===== src/rtl/aer_pkg.sv =====
// Shared constants and types for the address-event decoder and its input FIFO.
package aer_pkg;
  localparam int unsigned NEURON_ADR_DEF = 8;
  localparam int unsigned NEURON_NUM_DEF = 8;
  localparam int unsigned FIFO_DEPTH     = 8;
  localparam int unsigned FIFO_PTR_W     = $clog2(FIFO_DEPTH);
  localparam int unsigned FIFO_CNT_W     = FIFO_PTR_W + 1;

  localparam logic [NEURON_ADR_DEF:0] NULL_ADDR = '1;

  typedef enum logic {
    RUN   = 1'b0,
    DRAIN = 1'b1
  } state_e;
endpackage


===== src/rtl/aer_fifo.sv =====
// 8-entry in-order FIFO; a pushed entry becomes visible at the read port one cycle later.
module aer_fifo
  import aer_pkg::*;
#(
  parameter int unsigned WIDTH = NEURON_ADR_DEF + 1
) (
  input  logic                  clk,
  input  logic                  rst,
  input  logic                  push,
  input  logic [WIDTH-1:0]      push_data,
  input  logic                  pop,
  output logic [WIDTH-1:0]      pop_data,
  output logic                  full,
  output logic                  empty,
  output logic [FIFO_CNT_W-1:0] count
);
  logic [WIDTH-1:0]      r_mem [FIFO_DEPTH];
  logic [FIFO_PTR_W-1:0] r_wr;
  logic [FIFO_PTR_W-1:0] r_rd;
  logic [FIFO_CNT_W-1:0] r_count;
  logic                  w_push;
  logic                  w_pop;

  assign full     = (r_count == FIFO_CNT_W'(FIFO_DEPTH));
  assign empty    = (r_count == '0);
  assign count    = r_count;
  assign pop_data = r_mem[r_rd];
  assign w_push   = push && !full;
  assign w_pop    = pop && !empty;

  always_ff @(posedge clk) begin
    if (w_push) r_mem[r_wr] <= push_data;
  end

  always_ff @(posedge clk) begin
    if (rst) begin
      r_wr    <= '0;
      r_rd    <= '0;
      r_count <= '0;
    end else begin
      if (w_push) r_wr <= r_wr + FIFO_PTR_W'(1);
      if (w_pop)  r_rd <= r_rd + FIFO_PTR_W'(1);
      r_count <= r_count + FIFO_CNT_W'(w_push) - FIFO_CNT_W'(w_pop);
    end
  end
endmodule


===== src/rtl/aer_decoder.sv =====
// Collects address events per timestep into a spike vector; emits it after TICK once the queue drains.
module aer_decoder
  import aer_pkg::*;
#(
  parameter int unsigned NEURON_ADR = NEURON_ADR_DEF,
  parameter int unsigned NEURON_NUM = NEURON_NUM_DEF
) (
  input  logic                CLK,
  input  logic                RST,
  input  logic                EV_VALID,
  input  logic [NEURON_ADR:0] EV_ADDR,
  output logic                EV_READY,
  input  logic                TICK,
  output logic [NEURON_NUM:0] SPIKES,
  output logic                EN_NEURON,
  output logic [7:0]          DROP_CNT,
  output logic                OVERRUN
);
  localparam int unsigned AW = NEURON_ADR + 1;
  localparam int unsigned NW = NEURON_NUM + 1;

  state_e                r_state;
  state_e                w_state_nxt;
  logic [NW-1:0]         r_acc;
  logic [NW-1:0]         r_spikes;
  logic                  r_en;
  logic [7:0]            r_drop;
  logic                  r_ovr;
  logic                  w_full;
  logic                  w_empty;
  logic [FIFO_CNT_W-1:0] w_count;
  logic [AW-1:0]         w_pop_addr;
  logic                  w_push;
  logic                  w_pop;
  logic                  w_in_range;
  logic [NW-1:0]         w_hit;
  logic                  w_emit;
  logic                  w_ovr_set;

  assign EV_READY   = !RST && (r_state == RUN) && !w_full;
  assign w_push     = EV_VALID && EV_READY;
  assign w_pop      = !w_empty;
  assign w_in_range = (32'(w_pop_addr) <= NEURON_NUM);
  assign w_hit      = NW'(1) << w_pop_addr;

  aer_fifo #(.WIDTH(AW)) u_fifo (
    .clk       (CLK),
    .rst       (RST),
    .push      (w_push),
    .push_data (EV_ADDR),
    .pop       (w_pop),
    .pop_data  (w_pop_addr),
    .full      (w_full),
    .empty     (w_empty),
    .count     (w_count)
  );

  a_count_consistent: assert property (@(posedge CLK) disable iff (RST)
    w_empty == (w_count == '0));

  always_ff @(posedge CLK) begin
    if (RST) r_state <= RUN;
    else     r_state <= w_state_nxt;
  end

  // DRAIN waits for the queue to empty; the emission and return to RUN share that edge.
  always_comb begin
    w_state_nxt = r_state;
    w_emit      = 1'b0;
    w_ovr_set   = 1'b0;
    case (r_state)
      RUN: begin
        if (TICK) w_state_nxt = DRAIN;
      end
      DRAIN: begin
        if (TICK) w_ovr_set = 1'b1;
        if (w_empty) begin
          w_emit      = 1'b1;
          w_state_nxt = RUN;
        end
      end
      default: w_state_nxt = RUN;
    endcase
  end

  always_ff @(posedge CLK) begin
    if (RST) begin
      r_acc    <= '0;
      r_spikes <= '0;
      r_en     <= 1'b0;
      r_drop   <= '0;
      r_ovr    <= 1'b0;
    end else begin
      r_en <= w_emit;
      if (w_ovr_set) r_ovr <= 1'b1;
      if (w_emit) begin
        r_spikes <= r_acc;
        r_acc    <= '0;
      end else if (w_pop && w_in_range) begin
        r_acc <= r_acc | w_hit;
      end
      if (w_pop && !w_in_range && (r_drop != 8'hFF)) r_drop <= r_drop + 8'd1;
    end
  end

  assign SPIKES    = r_spikes;
  assign EN_NEURON = r_en;
  assign DROP_CNT  = r_drop;
  assign OVERRUN   = r_ovr;
endmodule


===== config.mk =====
export PLATFORM = sky130hd
export DESIGN_NAME = aer_decoder
export DESIGN_NICKNAME = d
export VERILOG_FILES = /design/src/rtl/aer_pkg.sv /design/src/rtl/aer_fifo.sv /design/src/rtl/aer_decoder.sv
export SDC_FILE = /design/constraint.sdc
export NUM_CORES = 1
export LEC_CHECK = 0
export BUFFER_PORTS_ARGS = -buffer_cell sky130_fd_sc_hd__buf_2
export CORE_MARGIN = 2
export CORE_UTILIZATION = 45
export CTS_BUF_LIST = sky130_fd_sc_hd__clkbuf_4
export CTS_CLUSTER_SIZE = 24
export DETAILED_ROUTE_END_ITERATION = 10
export GPL_TIMING_DRIVEN = 0
export PLACE_DENSITY = 0.69
export REMOVE_ABC_BUFFERS = 1
export SYNTH_ARGS = -nofsm -noshare
export SYNTH_HDL_FRONTEND = slang
export SYNTH_SLANG_ARGS = --single-unit

===== constraint.sdc =====
create_clock -name CLK -period 6.3 [get_ports CLK]
set_input_delay 0 -clock CLK [delete_from_list [all_inputs] [get_ports CLK]]
set_output_delay 0 -clock CLK [all_outputs]
set_load 0.005 [all_outputs]

==> out/metrics.csv, run 1 <==
stage;metric;value;unit
sta;setup repair after global routing missed its margin;no;
routing;DR pass1 iterations;4;
floorplan;FP Rows;36;
critical_path;kind of critical path;reg -> reg;
synthesis;sequential element share of the synthesized area;68.5;%
sta;hold violation total from the final report;0;
power_and_ir_drop;total power;1760;uW
routing;number of violations reported at the end of detailed-routing iteration 0;113;
sta;Period Utilization, post-route;56.3;%
sta;Post-Route Hold Slack;260;ps
layout;number of inserted diodes;0;
floorplan;full die area;10600;um^2
clocking;CTS tree;done;
critical_path;depth of the worst register-to-register path;6;
global_route;global route overflow;0;
routing;Routed wire per std cell;15.7;um
clocking;Setup Fix Bufs, Post-CTS;0;
floorplan;effective utilization at floorplan;45.7;%
clocking;CTS Buffer Depth;2;
synthesis;instance count of the mapped netlist;296;
sta;Slew Viols, Final;0;
sta;time the final worst path needs with I/O delays and setup;3550;ps
clocking;Clock Latency Late Sink;500;ps
sta;Max Fclk;0.282;GHz
critical_path;worst-path maximum fanout;17;
min_path;Hold Path Class;in -> reg;
synthesis;yosys warns;0;
routing;final routed DRC violation total;0;
job;number of maximum-capacitance constraint violations;0;
placement;placer congestion estimate;0.763;
routing;detailed-route vias per instance;5.18;
synthesis;number of unique standard cell types used by synthesis;42;
global_route;vias in the first global route;2524;
clocking;H-tree depth;4;
clocking;post-cts resize count;0;
layout;Syn-to-layout area delta;16.0;%
power_and_ir_drop;static leakage;0.00182;uW
power_and_ir_drop;power density cells;346;nW/um^2
outcome;run status;completed;
sta;Tightest Pin Transition;952;ps
critical_path;Worst Path Arrival;3940;ps
placement;DP Area;4670;um^2
clocking;number of buffers added by the clock tree synthesis step;17;
layout;design area;5090;um^2
floorplan;Horiz. Die Dim;103;um
floorplan;core box area;9590;um^2
critical_path;type of origin of the critical path;register;
min_path;worst-case hold path end point;r_state;
critical_path;capturing element type of the critical path;register;
global_route;maximum number of pins on one net before global-route repair;26;
layout;fraction of layout instances using a drive strength above 1;20.0;%
floorplan;I/O pin count;33;
routing;antenna-violating nets left;0;
layout;NumNets Final;375;
sta;Slew HR;36.3;%
global_route;all-layer global routing usage;16.1;%
sta;final setup TNS;0;ps
placement;half-perimeter wire length of the detailed placement result;4930;um
sta;final setup violation count;0;
critical_path;worst reg-to-reg setup slack;2750;ps
synthesis;number of synthesized register bits;114;
clocking;sinks on the clock net;114;
global_route;wire length of the first global-routing pass;12400;um
synthesis;syn avg cell area;14.8;um^2
power_and_ir_drop;Peak VDD IR;0.000165;V
min_path;critical hold path startpoint;TICK;
clocking;clock transition at the registers of the reported paths;100;ps
clocking;quantity of hold-fixing buffers added after cts;12;
min_path;hold-critical path depth;4;
placement;count of input and output buffers;32;
sta;Worst Clk Skew;14.0;ps
routing;total number of vias;2578;
routing;aggregate routed wire length;7820;um
global_route;antenna violations before repair;0;
critical_path;critical path data required time;6690;ps
clocking;master cell of the clock root buffer;sky130_fd_sc_hd__clkbuf_4;
floorplan;die outline height;103;um
critical_path;critical register-to-register path endpoint;DROP_CNT[7];
synthesis;cell area after technology mapping;4390;um^2
[worst max path at each step]
stage             endpoint  slack (ps)  depth (start not counted)
6_report       DROP_CNT[7]        2750                          6
5_1_grt        DROP_CNT[7]        2510                          6
4_1_cts        DROP_CNT[7]        2730                          6
3_5_place_dp   DROP_CNT[7]        2760                          6
3_3_place_gp   DROP_CNT[7]        2870                          6
2_1_floorplan  DROP_CNT[7]        3450                          6
[routing by layer]
metal  share of wire, %  GRT usage (%)  vias to the layer above  routed length (um)
met1                 45           20.0                     1263                3500
met3                3.6           4.88                       12                 283
met4                1.3           6.15                        0                  98
li1                   -              -                     1250                   -
met2                 50           26.7                       53                3940
met5                  0              0                        -                   0
[per-stage QoR]
stage,util (%),setup slack [ps],std cells
after floorplan,-,3450,288
after global placement,48.6,2870,453
after detailed placement,48.7,2760,454
after CTS,52.9,2730,498
after global routing,53.0,2510,498
final,53.0,2750,498
[where the power goes]
group	switching [uW]	total, uW	internal [uW]
sequential	54.7	890	835
clock	266	544	278
combinational	175	326	151
[cell usage after synthesis (all sizes together)]
cell type   n  area, um^2
or3         4        26.3
ha          9         113
nand3       4        20.0
o22a        4        35.0
nand2b      5        31.3
xor2        4        35.0
nand2      20        75.1
a31oi       1        6.26
nor3b       2        15.0
nor2       24        90.1
o21ai       8        40.0
mux2i       5        50.1
o22ai       4        25.0
nand4       2        12.5
a21o        2        15.0
clkbuf      3        11.3
dfxtp      42         841
mux4       12         300
nor2b       4        25.0
o21a        4        30.0
or4         6        46.3
nor3        6        30.0
xnor2       2        17.5
or4b        4        40.0
mux2        2        22.5
edfxtp     72        2160
a22o        9        78.8
a211oi      1        7.51
buf         5        36.3
a41oi       1        8.76
inv        11        41.3
a21oi      10        50.1
o31ai       3        27.5
fa          1        20.0
[state kept, by name (all words and copies together), names as in the netlist, named ones only]
signal and cells:
u_fifo.r_mem 72, SPIKES 9, r_acc 9, DROP_CNT 8, u_fifo.count 4, u_fifo.r_rd 3, u_fifo.r_wr 3, EN_NEURON 1
OVERRUN 1, r_state 1
[final cells by class]
type	count	area, um^2
clock buffers	19	143
inverters	11	41.3
well taps	133	166
clock inverters	13	143
flip-flops and latches	114	3000
repair buffers	45	288
fillers	817	4510
multi-input cells	163	1300
[cell families after synthesis]
family / count (synthesis) / synth area share [%]
buffers and inverters: 19 / 2.03
DFF: 114 / 68.5
and+or+nand+nor: 81 / 9.39
AOI/OAI and AO/OA: 47 / 7.39
muxes: 19 / 8.50
adders and majority gates: 10 / 3.02
xor gates and xnor gates: 6 / 1.20
[critical path: stages, from the launching register on]
cell	delay (ps)
sky130_fd_sc_hd__dfxtp_1	810
sky130_fd_sc_hd__or4b_1	550
sky130_fd_sc_hd__o22a_1	230
sky130_fd_sc_hd__mux4_2	540
sky130_fd_sc_hd__o31ai_2	800
sky130_fd_sc_hd__nor3_1	150
sky130_fd_sc_hd__mux2_1	340
[placed cells by master, fill, tap and decap left out, drive strengths merged, types with 6 or more instances in the layout]
cell type and n:
dfxtp 42, nand2 20, o21ai 8, inv 12
nor2 24, clkbuf 19, nor3 6, a21oi 10
ha 9, or4 6, edfxtp 72, a22o 9
clkinv 9, mux4 12, buf 33, dlygate4sd3 12
Power figures use the tool's default switching activity.
==> run 2: changes to the inputs <==
--- a/config.mk
+++ b/config.mk
@@ -5,6 +5,7 @@
 export SDC_FILE = /design/constraint.sdc
 export NUM_CORES = 1
 export LEC_CHECK = 0
+export ABC_AREA = 1
 export BUFFER_PORTS_ARGS = -buffer_cell sky130_fd_sc_hd__buf_2
 export CORE_MARGIN = 2
 export CORE_UTILIZATION = 45
@@ -12,7 +13,7 @@
 export CTS_CLUSTER_SIZE = 24
 export DETAILED_ROUTE_END_ITERATION = 10
 export GPL_TIMING_DRIVEN = 0
-export PLACE_DENSITY = 0.69
+export PLACE_DENSITY = 0.68
 export REMOVE_ABC_BUFFERS = 1
 export SYNTH_ARGS = -nofsm -noshare
 export SYNTH_HDL_FRONTEND = slang
==> constraint.sdc (replaced) <==
create_clock -name CLK -period 3.65 [get_ports CLK]
set_input_delay 0 -clock CLK [delete_from_list [all_inputs] [get_ports CLK]]
set_output_delay 0 -clock CLK [all_outputs]
set_load 0.005 [all_outputs]
==> out/metrics.csv, run 2 <==
stage;metric;value;unit;change
sta;hold violation total from the final report;0;;unchanged
power_and_ir_drop;Peak VDD IR;0.000264;V;+60%
synthesis;most used standard cells in the synthesized netlist;90 x sky130_fd_sc_hd__nand2_1, 72 x sky130_fd_sc_hd__edfxtp_1, 72 x sky130_fd_sc_hd__inv_1, 60 x sky130_fd_sc_hd__nor2_1, 56 x sky130_fd_sc_hd__nand3_1;;
placement;half-perimeter wire length of the detailed placement result;5570;um;+13%
floorplan;Horiz. Die Dim;107;um;+4.4%
routing;detailed-route vias per instance;4.81;;-7.1%
floorplan;core box area;10300;um^2;+7.6%
outcome;run status;completed;;
sta;setup repair after global routing missed its margin;no;;
power_and_ir_drop;static leakage;0.00229;uW;+26%
global_route;wire length of the first global-routing pass;14400;um;+16%
min_path;Hold Path Class;in -> reg;;
placement;count of input and output buffers;32;;unchanged
routing;routed metal-1 wirelength;3850;um;+10%
job;number of maximum-capacitance constraint violations;0;;unchanged
sta;Period Utilization, post-route;81.8;%;+25 points
routing;aggregate routed wire length;8680;um;+11%
synthesis;cell area after technology mapping;4790;um^2;+9.3%
sta;Slew HR;27.4;%;-8.9 points
synthesis;share of the synthesized area in the top cell type;45.1;%;-4.2 points
clocking;H-tree depth;4;;unchanged
routing;total number of vias;3291;;+28%
synthesis;Post-synth EDFFs;72;;unchanged
synthesis;Main synth FF type;sky130_fd_sc_hd__edfxtp_1;;
sta;Max Fclk;0.335;GHz;+19%
routing;DR pass1 iterations;4;;unchanged
routing;Routed wire per std cell;12.7;um;-19%
layout;most frequent standard cell in the layout excluding fill and tap cells;sky130_fd_sc_hd__nand2_1;;
floorplan;I/O pin count;33;;unchanged
layout;NumNets Final;557;;+49%
floorplan;effective utilization at floorplan;46.4;%;+0.72 points
layout;most used cells in the layout excluding fill and tap cells;90 x sky130_fd_sc_hd__nand2_1, 72 x sky130_fd_sc_hd__inv_1, 72 x sky130_fd_sc_hd__edfxtp_1;;
critical_path;capturing element type of the critical path;register;;
sta;time the final worst path needs with I/O delays and setup;2980;ps;-565 ps
synthesis;sequential element share of the synthesized area;62.6;%;-5.8 points
routing;antenna-violating nets left;0;;unchanged
placement;DP Area;5020;um^2;+7.5%
clocking;sinks on the clock net;114;;unchanged
routing;Routed met3 length;370;um;+31%
sta;final setup TNS;0;ps;unchanged
critical_path;worst-path maximum fanout;29;;+12
synthesis;instance count of the mapped netlist;484;;+64%
placement;Post-Place Cells;639;;+41%
routing;final routed DRC violation total;0;;unchanged
floorplan;die outline height;107;um;+4.4%
synthesis;largest cells by area after synthesis;sky130_fd_sc_hd__edfxtp_1 45%, sky130_fd_sc_hd__dfxtp_1 18%, sky130_fd_sc_hd__nand2_1 7.0%;;
layout;design area;5450;um^2;+7.1%
sta;final setup violation count;0;;unchanged
floorplan;FP Rows;37;;+2.8%
synthesis;syn avg cell area;9.90;um^2;-33%
synthesis;number of synthesized register bits;114;;unchanged
layout;number of flip-flops in the largest register;72;;unchanged
clocking;CTS tree;done;;
synthesis;ys async rst share;0;%;unchanged
synthesis;yosys warns;0;;unchanged
synthesis;most area-hungry cell type in the Yosys netlist;sky130_fd_sc_hd__edfxtp_1;;
sta;Slew Viols, Final;0;;unchanged
layout;final cell count without fillers;684;;+37%
synthesis;number of unique standard cell types used by synthesis;34;;-19%
global_route;global route overflow;0;;unchanged
global_route;antenna violations before repair;1;;+1
critical_path;kind of critical path;reg -> reg;;
power_and_ir_drop;total power;3430;uW;+95%
routing;met2 wire len;4330;um;+9.8%
floorplan;full die area;11500;um^2;+8.9%
clocking;number of buffers added by the clock tree synthesis step;17;;unchanged
routing;number of violations reported at the end of detailed-routing iteration 0;188;;+66%
synthesis;cell with the most instances after synthesis;sky130_fd_sc_hd__nand2_1;;
layout;fraction of layout instances using a drive strength above 1;13.7;%;-6.3 points
layout;Most flops, register;u_fifo.r_mem;;
critical_path;Worst Path Arrival;3420;ps;-520 ps
placement;placer congestion estimate;0.792;;+3.8%
global_route;vias in the first global route;3114;;+23%
sta;Worst Clk Skew;17.5;ps;+3.48 ps
sta;Tightest Pin Transition;1090;ps;+136 ps
clocking;Clock Latency Late Sink;500;ps;about the same
layout;Syn-to-layout area delta;13.7;%;
clocking;clock transition at the registers of the reported paths;100;ps;about the same
power_and_ir_drop;power density cells;629;nW/um^2;+82%
layout;final core area utilization;52.8;%;-0.23 points
global_route;maximum number of pins on one net before global-route repair;30;;+15%
critical_path;type of origin of the critical path;register;;
clocking;master cell of the clock root buffer;sky130_fd_sc_hd__clkbuf_4;;
critical_path;critical path data required time;4090;ps;-2600 ps
global_route;all-layer global routing usage;16.5;%;+0.42 points
clocking;CTS Buffer Depth;2;;unchanged
routing;Highest Signal Layer;met4;;
## run 2: cell types whose count changed after synthesis, moves of 6 or more
cell	change
sky130_fd_sc_hd__inv_1	+61
sky130_fd_sc_hd__o21ai_1	-6
sky130_fd_sc_hd__a22o_1	-9
sky130_fd_sc_hd__nor2_1	+36
sky130_fd_sc_hd__nand3_1	+52
sky130_fd_sc_hd__a21oi_1	+10
sky130_fd_sc_hd__o21ai_0	+16
sky130_fd_sc_hd__mux4_1	-8
sky130_fd_sc_hd__nand2_1	+70
## run 2: stage by stage
stage,hold slack [ps],worst slack [ps]
floorplan,37.3,1510
global placement,241,665
detailed placement,240,653
CTS,239,626
global route,267,253
finish,267,665
## run 2: timing repair
| item | 4_1_cts | 5_1_grt |
|---|---|---|
| setup buffers | 0 | 0 |
| gates resized for setup | 0 | 0 |
| hold buffers | 12 | 0 |
| endpoints found under the hold margin | 90 | 0 |
## run 2: metal layers
layer / global-route usage, % / vias up
met4: 8.26 / 0
met2: 27.1 / 53
li1: - / 1686
met3: 4.01 / 10
met5: 0 / -
met1: 20.4 / 1542
## run 2: layout make-up
class | count | area [um^2]
antenna | 1 | 2.50
clock buffer | 19 | 143
clock inverter | 13 | 161
fill | 906 | 4870
inverter | 73 | 274
multi-input combinational | 284 | 1420
sequential | 114 | 3000
tap | 136 | 170
timing repair buffer | 44 | 280
## run 2: where the power goes
| part | internal, uW | total [uW] | switching [uW] |
|---|---|---|---|
| Combinational | 313 | 905 | 592 |
| Clock | 490 | 964 | 473 |
| Sequential | 1450 | 1560 | 113 |
| Total | 2250 | 3430 | 1180 |
## run 2: logic make-up after synthesis
logic type / synth area share, %
simple gates: 20.3
flops: 62.6
buf+inv: 7.83
compound gates: 5.14
fa+ha+maj: 2.77
xor+xnor: 1.28
## run 2: worst paths after layout
kind	to	from	cells after the start	slack, ps
max	r_acc[2]	register	12	670
min	r_state	TICK	4	270
max reg2reg	r_acc[2]	register	12	670
min reg2reg	SPIKES[7]	r_acc[7]	2	460
## run 2: critical path, cell delays in order, from the launching register on
cell                      delay [ps]
sky130_fd_sc_hd__dfxtp_1        1050
sky130_fd_sc_hd__inv_2           500
sky130_fd_sc_hd__nor2_1          200
sky130_fd_sc_hd__nand2_1          60
sky130_fd_sc_hd__o21ai_0          90
sky130_fd_sc_hd__nand3_1         120
sky130_fd_sc_hd__nand3_1         110
sky130_fd_sc_hd__nand2_1         110
sky130_fd_sc_hd__inv_1           210
sky130_fd_sc_hd__nand4_1         180
sky130_fd_sc_hd__nor2_1          160
sky130_fd_sc_hd__nor2_1           60
sky130_fd_sc_hd__nor2_1           70
==> run 3: changes to the inputs <==
--- a/config.mk
+++ b/config.mk
@@ -5,7 +5,7 @@
 export SDC_FILE = /design/constraint.sdc
 export NUM_CORES = 1
 export LEC_CHECK = 0
-export ABC_AREA = 1
+export ABC_AREA = 0
 export BUFFER_PORTS_ARGS = -buffer_cell sky130_fd_sc_hd__buf_2
 export CORE_MARGIN = 2
 export CORE_UTILIZATION = 45
@@ -13,7 +13,7 @@
 export CTS_CLUSTER_SIZE = 24
 export DETAILED_ROUTE_END_ITERATION = 10
 export GPL_TIMING_DRIVEN = 0
-export PLACE_DENSITY = 0.68
+export PLACE_DENSITY = 0.69
 export REMOVE_ABC_BUFFERS = 1
 export SYNTH_ARGS = -nofsm -noshare
 export SYNTH_HDL_FRONTEND = slang
==> constraint.sdc (replaced) <==
create_clock -name CLK -period 2.8 [get_ports CLK]
set_input_delay 0 -clock CLK [delete_from_list [all_inputs] [get_ports CLK]]
set_output_delay 0 -clock CLK [all_outputs]
set_load 0.005 [all_outputs]
==> out/metrics.csv, run 3 (synthesized netlist as in run 1, its figures left out) <==
stage;metric;value;unit;change
layout;number of inserted diodes;0;;-1
layout;design area;5130;um^2;-5.9%
clocking;H-tree depth;4;;unchanged
routing;number of violations reported at the end of detailed-routing iteration 0;111;;-41%
power_and_ir_drop;power density cells;781;nW/um^2;+24%
placement;placer congestion estimate;0.763;;-3.7%
routing;aggregate routed wire length;7760;um;-11%
min_path;Hold Path Class;in -> reg;;
sta;setup repair after global routing missed its margin;no;;
clocking;Clock Latency Late Sink;490;ps;about the same
clocking;number of buffers added by the clock tree synthesis step;17;;unchanged
layout;number of flip-flops in the largest register;72;;unchanged
floorplan;I/O pin count;33;;unchanged
outcome;run status;completed;;
layout;fraction of layout instances using a drive strength above 1;22.1;%;+8.4 points
clocking;sinks on the clock net;114;;unchanged
critical_path;type of origin of the critical path;register;;
placement;pre-CTS setup slack;-736;ps;-1390 ps
routing;detailed-route vias per instance;5.12;;+6.5%
floorplan;Horiz. Die Dim;103;um;-4.2%
sta;hold violation total from the final report;0;;unchanged
critical_path;critical path data required time;3180;ps;-910 ps
global_route;all-layer global routing usage;16.2;%;-0.35 points
clocking;clock transition at the registers of the reported paths;100;ps;about the same
routing;antenna-violating nets left;0;;unchanged
clocking;master cell of the clock root buffer;sky130_fd_sc_hd__clkbuf_4;;
critical_path;depth of the worst register-to-register path;7;;-5
layout;NumNets Final;377;;-32%
layout;final cell count without fillers;500;;-27%
global_route;vias in the first global route;2541;;-18%
placement;Post-Place Cells;454;;-29%
layout;Syn-to-layout area delta;17.0;%;
global_route;wire length of the first global-routing pass;12500;um;-13%
sta;final setup violation count;0;;unchanged
floorplan;FP Rows;36;;-2.7%
routing;DR pass1 iterations;4;;unchanged
min_path;hold-critical path depth;4;;unchanged
layout;most frequent standard cell in the layout excluding fill and tap cells;sky130_fd_sc_hd__edfxtp_1;;
sta;Tightest Pin Transition;950;ps;-138 ps
floorplan;effective utilization at floorplan;45.7;%;-0.72 points
placement;count of input and output buffers;32;;unchanged
global_route;maximum number of pins on one net before global-route repair;26;;-13%
floorplan;full die area;10600;um^2;-8.2%
sta;time the final worst path needs with I/O delays and setup;2660;ps;-327 ps
job;number of maximum-capacitance constraint violations;0;;unchanged
floorplan;die outline height;103;um;-4.2%
global_route;global route overflow;0;;unchanged
layout;number of filler cells placed in the layout;812;;-10%
sta;Worst Clk Skew;14.2;ps;-3.28 ps
critical_path;Worst Path Arrival;3030;ps;-390 ps
power_and_ir_drop;static leakage;0.00184;uW;-19%
critical_path;kind of critical path;reg -> reg;;
power_and_ir_drop;total power;4010;uW;+17%
sta;Setup WS post-layout;142;ps;-523 ps
routing;final routed DRC violation total;0;;unchanged
min_path;critical hold path startpoint;TICK;;
clocking;CTS tree;done;;
clocking;CTS Buffer Depth;2;;unchanged
power_and_ir_drop;Peak VDD IR;0.000372;V;+41%
placement;DP Area;4670;um^2;-7.0%
sta;Max Fclk;0.376;GHz;+12%
sta;Slew Viols, Final;0;;unchanged
routing;total number of vias;2561;;-22%
sta;Period Utilization, post-route;94.9;%;+13 points
critical_path;capturing element type of the critical path;register;;
routing;Routed wire per std cell;15.5;um;+22%
floorplan;core box area;9590;um^2;-7.1%
global_route;antenna violations before repair;0;;-1
sta;Slew HR;36.4;%;+9.1 points
placement;half-perimeter wire length of the detailed placement result;4930;um;-11%
layout;most used cells in the layout excluding fill and tap cells;72 x sky130_fd_sc_hd__edfxtp_1, 39 x sky130_fd_sc_hd__dfxtp_1, 32 x sky130_fd_sc_hd__buf_2;;
critical_path;worst-path maximum fanout;17;;-41%
layout;Most flops, register;u_fifo.r_mem;;
-- run 3: critical path, stage by stage (launching register included) --
cell and delay [ps]:
sky130_fd_sc_hd__dfxtp_4 440, sky130_fd_sc_hd__or4_1 580, sky130_fd_sc_hd__o22a_1 240, sky130_fd_sc_hd__mux4_2 560, sky130_fd_sc_hd__o31ai_4 290, sky130_fd_sc_hd__buf_4 210
sky130_fd_sc_hd__mux2i_1 180, sky130_fd_sc_hd__nor2_1 50
-- run 3: metrics by stage --
step / setup TNS [ps] / hold WS (ps) / util [%]
after floorplan: -45.5 / 41.2 / -
after global placement: -4830 / 228 / 48.6
after detailed placement: -6410 / 237 / 48.7
after CTS: 0 / 224 / 53.3
after global routing: 0 / 265 / 53.5
final: 0 / 271 / 53.5
-- run 3: metal layers --
layer  global-route usage (%)  vias to the layer above  part of all wire, %
met5                        0                        -                    0
met4                     6.15                        0                 0.57
met3                     4.88                        4                  4.2
met2                     26.9                       69                   51
met1                     20.0                     1237                   44
li1                         -                     1251                    -
-- run 3: path summary, 6_finish.rpt --
check / to / slack [ps]
worst max register to register: DROP_CNT[1] / 140
worst min-delay path: r_state / 270
worst max-delay path: DROP_CNT[1] / 140
worst min register to register: r_acc[3] / 450
-- run 3: what timing repair did --
action	CTS	global route
pin swaps	1	0
hold endpoints to repair	95	0
cloned	0	0
resized for setup	5	4
buffers inserted	2	0
hold buffers	12	0
setup endpoints to repair	23	13
-- run 3: area by class of cell --
cell class	count	area, um^2	area share (%)
sequential	114	3010	58.7
multi-input combinational	163	1330	25.8
timing repair buffer	47	303	5.90
tap	133	166	3.24
clock buffer	19	143	2.78
clock inverter	13	143	2.78
inverter	11	41.3	0.805
-- run 3: power breakdown --
group | switching (uW) | internal (uW)
clock | 591 | 626
combinational | 408 | 373
sequential | 125 | 1880
